==> src/rtl/mcr3_pkg.sv <==
// Shared definitions for the NVRAM upload reader: upload FSM states,
// the default ioctl slot and the fill byte returned outside the save area.
package mcr3_pkg;

  typedef enum logic [1:0] {
    IDLE,
    ARMED,
    REQ,
    LAT
  } upload_state_e;

  localparam logic [7:0] NVRAM_INDEX = 8'd4;
  localparam logic [7:0] FILL_BYTE   = 8'hFF;

  // Two's-complement checksum byte: adding it to the byte sum gives zero.
  function automatic logic [7:0] checksum_byte(input logic [7:0] sum);
    return (~sum) + 8'd1;
  endfunction

endpackage

==> src/rtl/nvram_upload_reader_if.sv <==
// HPS ioctl upload bus plus the save-RAM B-port request/grant bus.
// slave: the reader block; master: hps_io and the RAM arbiter side.
interface nvram_upload_reader_if #(
  parameter int unsigned ADDR_W = 10
);
  logic              ioctl_upload;
  logic [7:0]        ioctl_index;
  logic [24:0]       ioctl_addr;
  logic              ioctl_rd;
  logic [7:0]        ioctl_din;
  logic              ioctl_wait;
  logic              mem_req;
  logic              mem_gnt;
  logic [ADDR_W-1:0] mem_addr;
  logic              mem_rd;
  logic [7:0]        mem_q;

  modport slave (
    input  ioctl_upload, ioctl_index, ioctl_addr, ioctl_rd, mem_gnt, mem_q,
    output ioctl_din, ioctl_wait, mem_req, mem_addr, mem_rd
  );

  modport master (
    output ioctl_upload, ioctl_index, ioctl_addr, ioctl_rd, mem_gnt, mem_q,
    input  ioctl_din, ioctl_wait, mem_req, mem_addr, mem_rd
  );
endinterface

==> src/rtl/upload_lat_counter.sv <==
// Loadable down-counter covering the save-RAM read latency.
// load starts a count from RD_LAT; done pulses for one cycle when it hits 0.
module upload_lat_counter #(
  parameter int unsigned RD_LAT = 2
) (
  input  logic clk,
  input  logic rst_n,
  input  logic load,
  output logic done
);
  logic [2:0] cnt;
  logic       busy;

  assign done = busy && (cnt == '0);

  // Count down after a load; a fresh load always restarts the count.
  always_ff @(posedge clk or negedge rst_n) begin
    if (!rst_n) begin
      cnt  <= '0;
      busy <= 1'b0;
    end else if (load) begin
      cnt  <= 3'(RD_LAT);
      busy <= 1'b1;
    end else if (busy) begin
      if (cnt == '0) busy <= 1'b0;
      else           cnt  <= cnt - 3'd1;
    end
  end
endmodule

==> src/rtl/nvram_upload_reader.sv <==
// HPS upload responder: serves byte reads of the core save RAM while
// ioctl_upload is open for slot INDEX, sharing the RAM B port via req/gnt.
// Optional: define NVRAM_UPLOAD_CHECKSUM_EN to return a two's-complement
// checksum of the bytes read so far at ioctl_addr == DEPTH.
module nvram_upload_reader
  import mcr3_pkg::*;
#(
  parameter logic [7:0]  INDEX  = NVRAM_INDEX,
  parameter int unsigned ADDR_W = 10,
  parameter int unsigned DEPTH  = 1024,
  parameter int unsigned RD_LAT = 2
) (
  input  logic                   clk_sys,
  input  logic                   reset_n,
  nvram_upload_reader_if.slave   bus,
  output logic                   active,
  output logic                   overrun
);
  upload_state_e     state;
  logic              upload_q;
  logic              sess_open;
  logic              in_range;
  logic              lat_load;
  logic              lat_done;
  logic [7:0]        din_q;
  logic              wait_q;
  logic              req_q;
  logic              rd_q;
  logic [ADDR_W-1:0] addr_q;
`ifdef NVRAM_UPLOAD_CHECKSUM_EN
  logic [7:0]        sum;
  logic              at_depth;
  assign at_depth = (bus.ioctl_addr == 25'(DEPTH));
`endif

  assign sess_open = bus.ioctl_upload && !upload_q && (bus.ioctl_index == INDEX);
  assign in_range  = (bus.ioctl_addr < 25'(DEPTH));
  assign lat_load  = (state == REQ) && bus.mem_gnt && bus.ioctl_upload;

  assign bus.ioctl_din  = din_q;
  assign bus.ioctl_wait = wait_q;
  assign bus.mem_req    = req_q;
  assign bus.mem_rd     = rd_q;
  assign bus.mem_addr   = addr_q;

  upload_lat_counter #(
    .RD_LAT (RD_LAT)
  ) u_lat (
    .clk   (clk_sys),
    .rst_n (reset_n),
    .load  (lat_load),
    .done  (lat_done)
  );

  // Upload FSM; upload falling wins over everything, then session open,
  // so a read strobe coincident with the open is silently dropped.
  always_ff @(posedge clk_sys or negedge reset_n) begin
    if (!reset_n) begin
      state    <= IDLE;
      upload_q <= 1'b0;
      din_q    <= FILL_BYTE;
      wait_q   <= 1'b0;
      req_q    <= 1'b0;
      rd_q     <= 1'b0;
      addr_q   <= '0;
      active   <= 1'b0;
      overrun  <= 1'b0;
`ifdef NVRAM_UPLOAD_CHECKSUM_EN
      sum      <= '0;
`endif
    end else begin
      upload_q <= bus.ioctl_upload;
      rd_q     <= 1'b0;
      if (!bus.ioctl_upload) begin
        state  <= IDLE;
        active <= 1'b0;
        req_q  <= 1'b0;
        wait_q <= 1'b0;
      end else if (sess_open) begin
        state   <= ARMED;
        active  <= 1'b1;
        overrun <= 1'b0;
`ifdef NVRAM_UPLOAD_CHECKSUM_EN
        sum     <= '0;
`endif
      end else begin
        unique case (state)
          IDLE: ;
          ARMED: begin
            if (bus.ioctl_rd) begin
              if (in_range) begin
                addr_q <= bus.ioctl_addr[ADDR_W-1:0];
                wait_q <= 1'b1;
                req_q  <= 1'b1;
                state  <= REQ;
              end else begin
`ifdef NVRAM_UPLOAD_CHECKSUM_EN
                din_q <= at_depth ? checksum_byte(sum) : FILL_BYTE;
`else
                din_q <= FILL_BYTE;
`endif
              end
            end
          end
          REQ: begin
            if (bus.ioctl_rd) overrun <= 1'b1;
            if (bus.mem_gnt) begin
              rd_q  <= 1'b1;
              state <= LAT;
            end
          end
          LAT: begin
            if (bus.ioctl_rd) overrun <= 1'b1;
            if (lat_done) begin
              din_q  <= bus.mem_q;
              wait_q <= 1'b0;
              req_q  <= 1'b0;
              state  <= ARMED;
`ifdef NVRAM_UPLOAD_CHECKSUM_EN
              sum    <= sum + bus.mem_q;
`endif
            end
          end
          default: state <= IDLE;
        endcase
      end
    end
  end
endmodule

==> src/flat_wrapper.sv <==
// flat-port wrapper written by rule: the top's interface ports become plain ports
module nvram_upload_reader_flat import mcr3_pkg::*;
#(
  parameter logic [7:0]  INDEX  = NVRAM_INDEX,
  parameter int unsigned ADDR_W = 10,
  parameter int unsigned DEPTH  = 1024,
  parameter int unsigned RD_LAT = 2
)
  (clk_sys, reset_n, active, overrun, bus_ioctl_upload, bus_ioctl_index, bus_ioctl_addr, bus_ioctl_rd, bus_mem_gnt, bus_mem_q, bus_ioctl_din, bus_ioctl_wait, bus_mem_req, bus_mem_addr, bus_mem_rd);
  nvram_upload_reader_if #(.ADDR_W(ADDR_W)) bus_i ();
  input  logic clk_sys;
  input  logic reset_n;
  output logic active;
  output logic overrun;
  input wire logic [$bits(bus_i.ioctl_upload)-1:0] bus_ioctl_upload;
  input wire logic [$bits(bus_i.ioctl_index)-1:0] bus_ioctl_index;
  input wire logic [$bits(bus_i.ioctl_addr)-1:0] bus_ioctl_addr;
  input wire logic [$bits(bus_i.ioctl_rd)-1:0] bus_ioctl_rd;
  input wire logic [$bits(bus_i.mem_gnt)-1:0] bus_mem_gnt;
  input wire logic [$bits(bus_i.mem_q)-1:0] bus_mem_q;
  output wire logic [$bits(bus_i.ioctl_din)-1:0] bus_ioctl_din;
  output wire logic [$bits(bus_i.ioctl_wait)-1:0] bus_ioctl_wait;
  output wire logic [$bits(bus_i.mem_req)-1:0] bus_mem_req;
  output wire logic [$bits(bus_i.mem_addr)-1:0] bus_mem_addr;
  output wire logic [$bits(bus_i.mem_rd)-1:0] bus_mem_rd;
  assign bus_i.ioctl_upload = bus_ioctl_upload;
  assign bus_i.ioctl_index = bus_ioctl_index;
  assign bus_i.ioctl_addr = bus_ioctl_addr;
  assign bus_i.ioctl_rd = bus_ioctl_rd;
  assign bus_i.mem_gnt = bus_mem_gnt;
  assign bus_i.mem_q = bus_mem_q;
  assign bus_ioctl_din = bus_i.ioctl_din;
  assign bus_ioctl_wait = bus_i.ioctl_wait;
  assign bus_mem_req = bus_i.mem_req;
  assign bus_mem_addr = bus_i.mem_addr;
  assign bus_mem_rd = bus_i.mem_rd;
  nvram_upload_reader #(.INDEX(INDEX), .ADDR_W(ADDR_W), .DEPTH(DEPTH), .RD_LAT(RD_LAT)) u_core (.clk_sys(clk_sys), .reset_n(reset_n), .bus(bus_i), .active(active), .overrun(overrun));
endmodule
==> config.mk <==
export PLATFORM = sky130hd
export DESIGN_NAME = nvram_upload_reader_flat
export DESIGN_NICKNAME = d
export VERILOG_FILES = /design/src/rtl/mcr3_pkg.sv /design/src/rtl/nvram_upload_reader_if.sv /design/src/rtl/upload_lat_counter.sv /design/src/rtl/nvram_upload_reader.sv /design/src/flat_wrapper.sv
export SDC_FILE = /design/constraint.sdc
export NUM_CORES = 1
export LEC_CHECK = 0
export BUFFER_PORTS_ARGS = -buffer_cell sky130_fd_sc_hd__buf_2
export CORE_ASPECT_RATIO = 1.4
export CORE_UTILIZATION = 30
export CTS_BUF_LIST = sky130_fd_sc_hd__clkbuf_2
export DETAILED_ROUTE_END_ITERATION = 10
export GPL_ROUTABILITY_DRIVEN = 1
export GPL_TIMING_DRIVEN = 0
export PLACE_DENSITY = 0.56
export SLEW_MARGIN = 20
export SYNTH_ARGS = -nofsm -noshare
export SYNTH_HDL_FRONTEND = slang
export SYNTH_SLANG_ARGS = --single-unit
==> constraint.sdc <==
create_clock -name clk_sys -period 2.2 [get_ports clk_sys]
set_input_delay 0.22 -clock clk_sys [delete_from_list [all_inputs] [get_ports clk_sys]]
set_output_delay 0.22 -clock clk_sys [all_outputs]
set_load 0.02 [all_outputs]
==> run_results.csv, run 1 <==
group,metric,value,unit
synth,yosysUniqueCellTypes,34,
synth,ys.warnings.count,0,
clock_tree,htree_levels,2,
critical_path,crit_fanout,10,
placed_design,port-buffer-count,68,
placed_design,placed_area,0.00178,sq mm
critical_path,slowest_stage,"nor4_4",
critical_path,crit_arrival,2.18,ns
timing,fmax,511,MHz
critical_path,required,2.42,ns
layout,nets,253,
pwr,powerDensity,594,mW/mm^2
floorplan,ioPinCount,69,
pwr,switching_share,0.297,
global_routing,grt_start_max_net_pins,30,
timing,rsz0062_at_grt,"no",
synth,synth_edf_count,0,
floorplan,floorplan.initialDensity,0.317,
timing,finalCritPeriodShare,0.890,
critical_path,r2r_end,"u_core.bus.mem_addr[7]",
layout,drive_above_1_share,0.473,
timing,skew,0.0243,ns
floorplan,rows,28,
route,first_iter_violations,26,
global_routing,first_global_vias,1133,
layout,final_common_cell,"buf_2",
run_status,status,"complete, no violations",
timing,hold_ws,0.0546,ns
critical_path,r2r_cells,5,
synth,syn_nets,177,
critical_path,max_stage_delay,0.64,ns
pwr,irDropWorstVdd,0.269,mV
synth,async_flop_share,1.00,
layout,num_antenna_cells,0,
critical_path,worst_setup_path_start_kind,"flop",
layout,area_growth,33.6,%
clock_tree,tritoncts,"built",
synth,yosysSeqAreaShare,0.538,
critical_path,cp-startpoint,"u_core.upload_q",
pwr,intPower,0.762,mW
flow_run,maxCapViolCount,0,
critical_path,path_cells,"nor3_1 > a31o_1 > buf_6 > nor4_4 > mux2_2",
critical_path,crit-reg2reg-launch,"u_core.upload_q",
synth,synth_top_cell_area_share,0.385,
layout,n_fill_cell,453,
route,ant_nets,0,
clock_tree,cts-buffers-inserted,5,
synth,synth-seq-cells,29,
synth,ys_top_cells_by_area,"dfrtp_1 38%, dfstp_2 15%, mux2_2 8.2%, a21oi_1 5.1%, a211oi_1 4.4%",
placed_design,gp_congestion,0.776,
route,vias_per_cell,4.65,
timing,tns,0,ns
synth,yosys.area.top_type,"dfrtp_1",
global_routing,antenna_found_initial,0,
clock_tree,clk_pin_slew_worst_paths,0.14,ns
worst_hold_path,hold_class,"primary input to flop",
pwr,combPwrFrac,0.201,
timing,period_minus_slack,1.96,ns
timing,setup_ws,0.242,ns
timing,tightest_slew,0.801,ns
clock_tree,cts_sinks,29,
timing,final_max_slew_viol_count,0,
pwr,power,1.08,mW
placed_design,dp_hpwl,2390,microns
synth,ys.flop_type,"dfrtp_1",
floorplan,die_w,59.0,microns
layout,final_cell_mix,"68 x buf_2, 21 x dfrtp_1, 14 x a21oi_1",
pwr,clkPwrFrac,0.226,
clock_tree,cts-root-buf,"clkbuf_2",
global_routing,grt_pass1_wl,5170,microns
synth,syn_area_per_cell,10.6,sq um
global_routing,overflow,0,
route,remaining_drc_errors,0,
floorplan,core,0.00431,sq mm
global_routing,gr-usage-all-layers,0.145,
timing,setup_viol,0,
route,first_pass_iters,4,
clock_tree,clockBufferDepth,2,
critical_path,r2r_setup_slack,0.24,ns
timing,maxSlewHeadroom,0.463,
layout,stdcell_area,0.00183,sq mm
route,wl_met3,207,microns
worst_hold_path,min_path_cells,1,
route,met2RoutedLength,1530,microns
synth,netlist_area,0.00137,sq mm
placed_design,dp_slack,0.149,ns
route,dr.max_layer_used,"met4",
route,drt-met1-wl,1390,microns
pwr,power_leakage,0.924,nW
pwr,power.switching,0.322,mW
timing,hold_violations,0,
floorplan,die_area,0.00483,sq mm
critical_path,endpoint_kind,"flop",
route,num_vias,1233,
floorplan,dieHeight,81.9,microns
synth,syn-instance-count,129,
critical_path,crit_type,"flop to flop",
clock_tree,clock_latency,0.35,ns
critical_path,cp-endpoint,"u_core.bus.mem_addr[7]",
route,routedWlPerCell,12.0,microns
pwr,seqPwrFrac,0.573,
route,route.final.wire_length,3180,microns
-- power by group through the flow --
| stage | logic, mW | clock network, mW | registers [mW] |
|---|---|---|---|
| floorplan | 0.104 | 0 | 0.648 |
| global placement | 0.215 | 0 | 0.627 |
| detailed placement | 0.221 | 0 | 0.629 |
| CTS | 0.222 | 0.261 | 0.620 |
| global route | 0.253 | 0.288 | 0.626 |
| finish | 0.218 | 0.245 | 0.621 |
-- worst max-delay path, delay by kind of cell, from the launching register on --
family          cells  cell delay, ns
simple gates        2            0.71
flops               1            0.35
compound gates      1            0.22
buf+inv             1            0.14
mux                 1            0.41
-- cells in the mapped netlist (all sizes together) (2+ instances only) --
library cell / number
nand3: 2
o21ai: 3
buf: 3
dfstp: 8
a31oi: 2
ha: 2
nor3: 11
a211oi: 8
nand4b: 2
nor4: 4
nor2: 7
mux2: 10
a21oi: 14
nand2: 5
dfrtp: 21
inv: 13
-- stage by stage --
step	cells	util
finish	265	0.424
global placement	257	0.413
detailed placement	257	0.413
global route	265	0.424
floorplan	129	-
CTS	265	0.424
-- cell type report --
cell class | count | area [sq um] | share of cell area
inverters | 13 | 48.8 | 0.0267
well taps | 60 | 75.1 | 0.0411
repair buffers | 69 | 350 | 0.192
plain buffers | 4 | 26.3 | 0.0144
clock inverters | 1 | 3.75 | 0.00206
clock buffers | 6 | 30.0 | 0.0164
flip-flops and latches | 29 | 736 | 0.403
multi-input cells | 83 | 556 | 0.304
-- per-layer routing --
layer,track usage,vias to the layer above
li1,-,614
met1,0.184,564
met2,0.226,50
met3,0.0504,5
met4,0.0571,0
met5,0,-
-- sequential cells by signal, indices dropped and copies added (netlist names) --
register	count
u_core.bus.mem_addr	10
u_core.bus.ioctl_din	8
u_core.upload_q	1
u_core.u_lat.busy	1
u_core.overrun	1
u_core.bus.mem_rd	1
u_core.u_lat.cnt	3
u_core.state	2
u_core.active	1
u_core.bus.ioctl_wait	1
-- what timing repair did --
action | in CTS | in global routing
resized for setup | 0 | 0
hold endpoints to repair | 21 | 0
setup buffers | 0 | 0
hold buffers | 1 | 0
-- worst min path at each step --
stage                     startpoint                endpoint  slack (ns)
finish              bus_ioctl_upload         u_core.upload_q        0.05
global route        bus_ioctl_upload         u_core.upload_q       0.004
floorplan                    reset_n           u_core.active       -0.08
detailed placement           reset_n  u_core.bus.mem_addr[8]        0.28
global placement             reset_n  u_core.bus.mem_addr[6]        0.29
CTS                 bus_ioctl_upload         u_core.upload_q        0.03
-- kinds of logic after synthesis --
logic type | synth area share
xor+xnor | 0.00641
simple gates | 0.162
flops | 0.538
buf+inv | 0.0549
compound gates | 0.137
fa+ha+maj | 0.0183
mux | 0.0824
(Power assumes the default switching activity.)
==> run 2: changes to the inputs <==
--- a/config.mk
+++ b/config.mk
@@ -9,10 +9,11 @@
 export CORE_ASPECT_RATIO = 1.4
 export CORE_UTILIZATION = 30
 export CTS_BUF_LIST = sky130_fd_sc_hd__clkbuf_2
+export CTS_CLUSTER_SIZE = 14
 export DETAILED_ROUTE_END_ITERATION = 10
 export GPL_ROUTABILITY_DRIVEN = 1
 export GPL_TIMING_DRIVEN = 0
-export PLACE_DENSITY = 0.56
+export PLACE_DENSITY = 0.65
 export SLEW_MARGIN = 20
 export SYNTH_ARGS = -nofsm -noshare
 export SYNTH_HDL_FRONTEND = slang
==> run 2 against run 1 <==
Critical path depth stayed put. Via count is 0.16% lower. Final cell count rose by 0.38%. Largest power group unchanged. Global-route usage is 0.53 points lower. Core utilization grew 0.20 points. First-iteration DRC count fell by 31%. Critical endpoint is now u_core.bus.mem_addr[2]. Largest cell class unchanged. Clock skew down 0.011 ns. Setup slack improved by 0.056 ns. Sequential cell count did not move. Sequential power barely moved. Combinational power about the same.
==> run_results.csv, run 2 (synthesized netlist as in run 1, its figures left out) <==
group,metric,value,unit
timing,final_max_slew_viol_count,0,
floorplan,ioPinCount,69,
floorplan,rows,28,
pwr,power,1.11,mW
critical_path,r2r_end,"u_core.bus.mem_addr[2]",
timing,finalCritPeriodShare,0.864,
critical_path,crit-reg2reg-launch,"u_core.upload_q",
global_routing,busiest_layer,"met2",
floorplan,die_area,0.00483,sq mm
critical_path,crit_fanout,10,
pwr,power_leakage,0.927,nW
route,ant_nets,0,
clock_tree,cts-buffers-inserted,5,
route,first_iter_violations,18,
timing,setup_viol,0,
clock_tree,clockBufferDepth,2,
pwr,clkPwrFrac,0.245,
route,routedWlPerCell,11.9,microns
worst_hold_path,hold_class,"primary input to flop",
critical_path,crit_arrival,2.17,ns
clock_tree,cts_sinks,29,
global_routing,met1_usage,0.173,
timing,maxSlewHeadroom,0.480,
global_routing,grt_pass1_wl,5000,microns
timing,skew,0.0137,ns
pwr,intPower,0.761,mW
placed_design,port-buffer-count,68,
floorplan,dieHeight,81.9,microns
floorplan,die_w,59.0,microns
worst_hold_path,worst_hold_startpoint,"bus_ioctl_upload",
pwr,power.switching,0.345,mW
floorplan,floorplan.initialDensity,0.317,
critical_path,worst_setup_path_start_kind,"flop",
critical_path,r2r_setup_slack,0.30,ns
layout,n_fill_cell,439,
timing,period_minus_slack,1.90,ns
worst_hold_path,min_path_cells,1,
layout,final_util,0.426,
clock_tree,post_cts_buffers,0,
layout,largest_reg_flops,10,
timing,rsz0062_at_grt,"no",
placed_design,dp_slack,0.183,ns
layout,num_antenna_cells,0,
global_routing,met3_usage,0.0488,
clock_tree,htree_levels,2,
run_status,status,"complete, no violations",
timing,setup_ws,0.298,ns
route,remaining_drc_errors,0,
global_routing,antenna_found_initial,0,
critical_path,endpoint_kind,"flop",
clock_tree,clk_pin_slew_worst_paths,0.15,ns
route,num_vias,1231,
critical_path,r2r_cells,5,
pwr,combPwrFrac,0.197,
global_routing,gr-usage-all-layers,0.140,
placed_design,gp_congestion,0.749,
clock_tree,clock_latency,0.37,ns
global_routing,overflow,0,
pwr,switching_share,0.312,
worst_hold_path,hold_end,"u_core.upload_q",
timing,hold_violations,0,
route,route.final.wire_length,3180,microns
timing,tightest_slew,0.777,ns
critical_path,required,2.47,ns
clock_tree,tritoncts,"built",
floorplan,core,0.00431,sq mm
pwr,seqPwrFrac,0.559,
placed_design,dp_hpwl,2430,microns
clock_tree,cts-root-buf,"clkbuf_2",
placed_design,placed_area,0.00178,sq mm
layout,nets,253,
route,vias_per_cell,4.63,
layout,stdcell_area,0.00183,sq mm
timing,tns,0,ns
timing,fmax,526,MHz
layout,final_cell_mix,"68 x buf_2, 21 x dfrtp_1, 14 x a21oi_1",
global_routing,first_global_vias,1129,
global_routing,grtUsageMet2,0.222,
flow_run,maxCapViolCount,0,
pwr,powerDensity,603,mW/mm^2
route,first_pass_iters,4,
layout,final_common_cell,"buf_2",
global_routing,grt_start_max_net_pins,30,
pwr,irDropWorstVdd,0.359,mV
critical_path,crit_type,"flop to flop",
layout,drive_above_1_share,0.481,
layout,area_growth,34.2,%
## run 2: power by group through the flow
stage / sequential, mW / clock, mW / combinational (mW)
2_1_floorplan: 0.648 / 0 / 0.104
3_3_place_gp: 0.627 / 0 / 0.214
3_5_place_dp: 0.628 / 0 / 0.219
4_1_cts: 0.618 / 0.282 / 0.222
5_1_grt: 0.623 / 0.302 / 0.254
6_report: 0.618 / 0.271 / 0.217
## run 2: how the worst max path moves through the flow
| stage | start | to | cells after the start | slack [ns] |
|---|---|---|---|---|
| floorplan | u_core.upload_q | u_core.bus.mem_addr[0] | 5 | 0.46 |
| CTS | u_core.upload_q | u_core.bus.mem_addr[2] | 5 | 0.26 |
| finish | u_core.upload_q | u_core.bus.mem_addr[2] | 5 | 0.30 |
| global route | u_core.upload_q | u_core.bus.mem_addr[2] | 5 | 0.13 |
| global placement | bus_ioctl_addr[22] | u_core.bus.mem_addr[2] | 5 | 0.16 |
| detailed placement | bus_ioctl_addr[22] | u_core.bus.mem_addr[2] | 5 | 0.18 |
## run 2: timing repair
action	4_1_cts	5_1_grt
resized for setup	0	0
hold buffers	1	0
endpoints found under the hold margin	21	0
## run 2: cell type report
| cell class | instances | area (sq um) | share of cell area |
|---|---|---|---|
| buffer | 4 | 26.3 | 0.0143 |
| clock buffer | 5 | 25.0 | 0.0136 |
| clock inverter | 3 | 17.5 | 0.00955 |
| inverter | 13 | 48.8 | 0.0266 |
| multi-input combinational | 83 | 556 | 0.303 |
| sequential | 29 | 736 | 0.401 |
| tap | 60 | 75.1 | 0.0409 |
| timing repair buffer | 69 | 350 | 0.191 |
## run 2: worst max-delay path: stages, from the launching register on
cell	delay (ns)
dfrtp_1	0.35
nor3_1	0.07
a31o_1	0.23
buf_6	0.14
nor4_4	0.62
mux2_2	0.40
## run 2: per-layer routing
layer	share of wire	routed length, microns	vias up
met5	0	0	-
met1	0.44	1410	561
met4	0.016	52	0
met3	0.072	229	6
met2	0.47	1490	45
li1	-	-	619
## run 2: per-stage QoR
step	hold WS, ns	cells
global route	0.00735	266
CTS	0.0121	266
finish	0.0358	266
detailed placement	0.284	257
floorplan	-0.0756	129
global placement	0.293	257
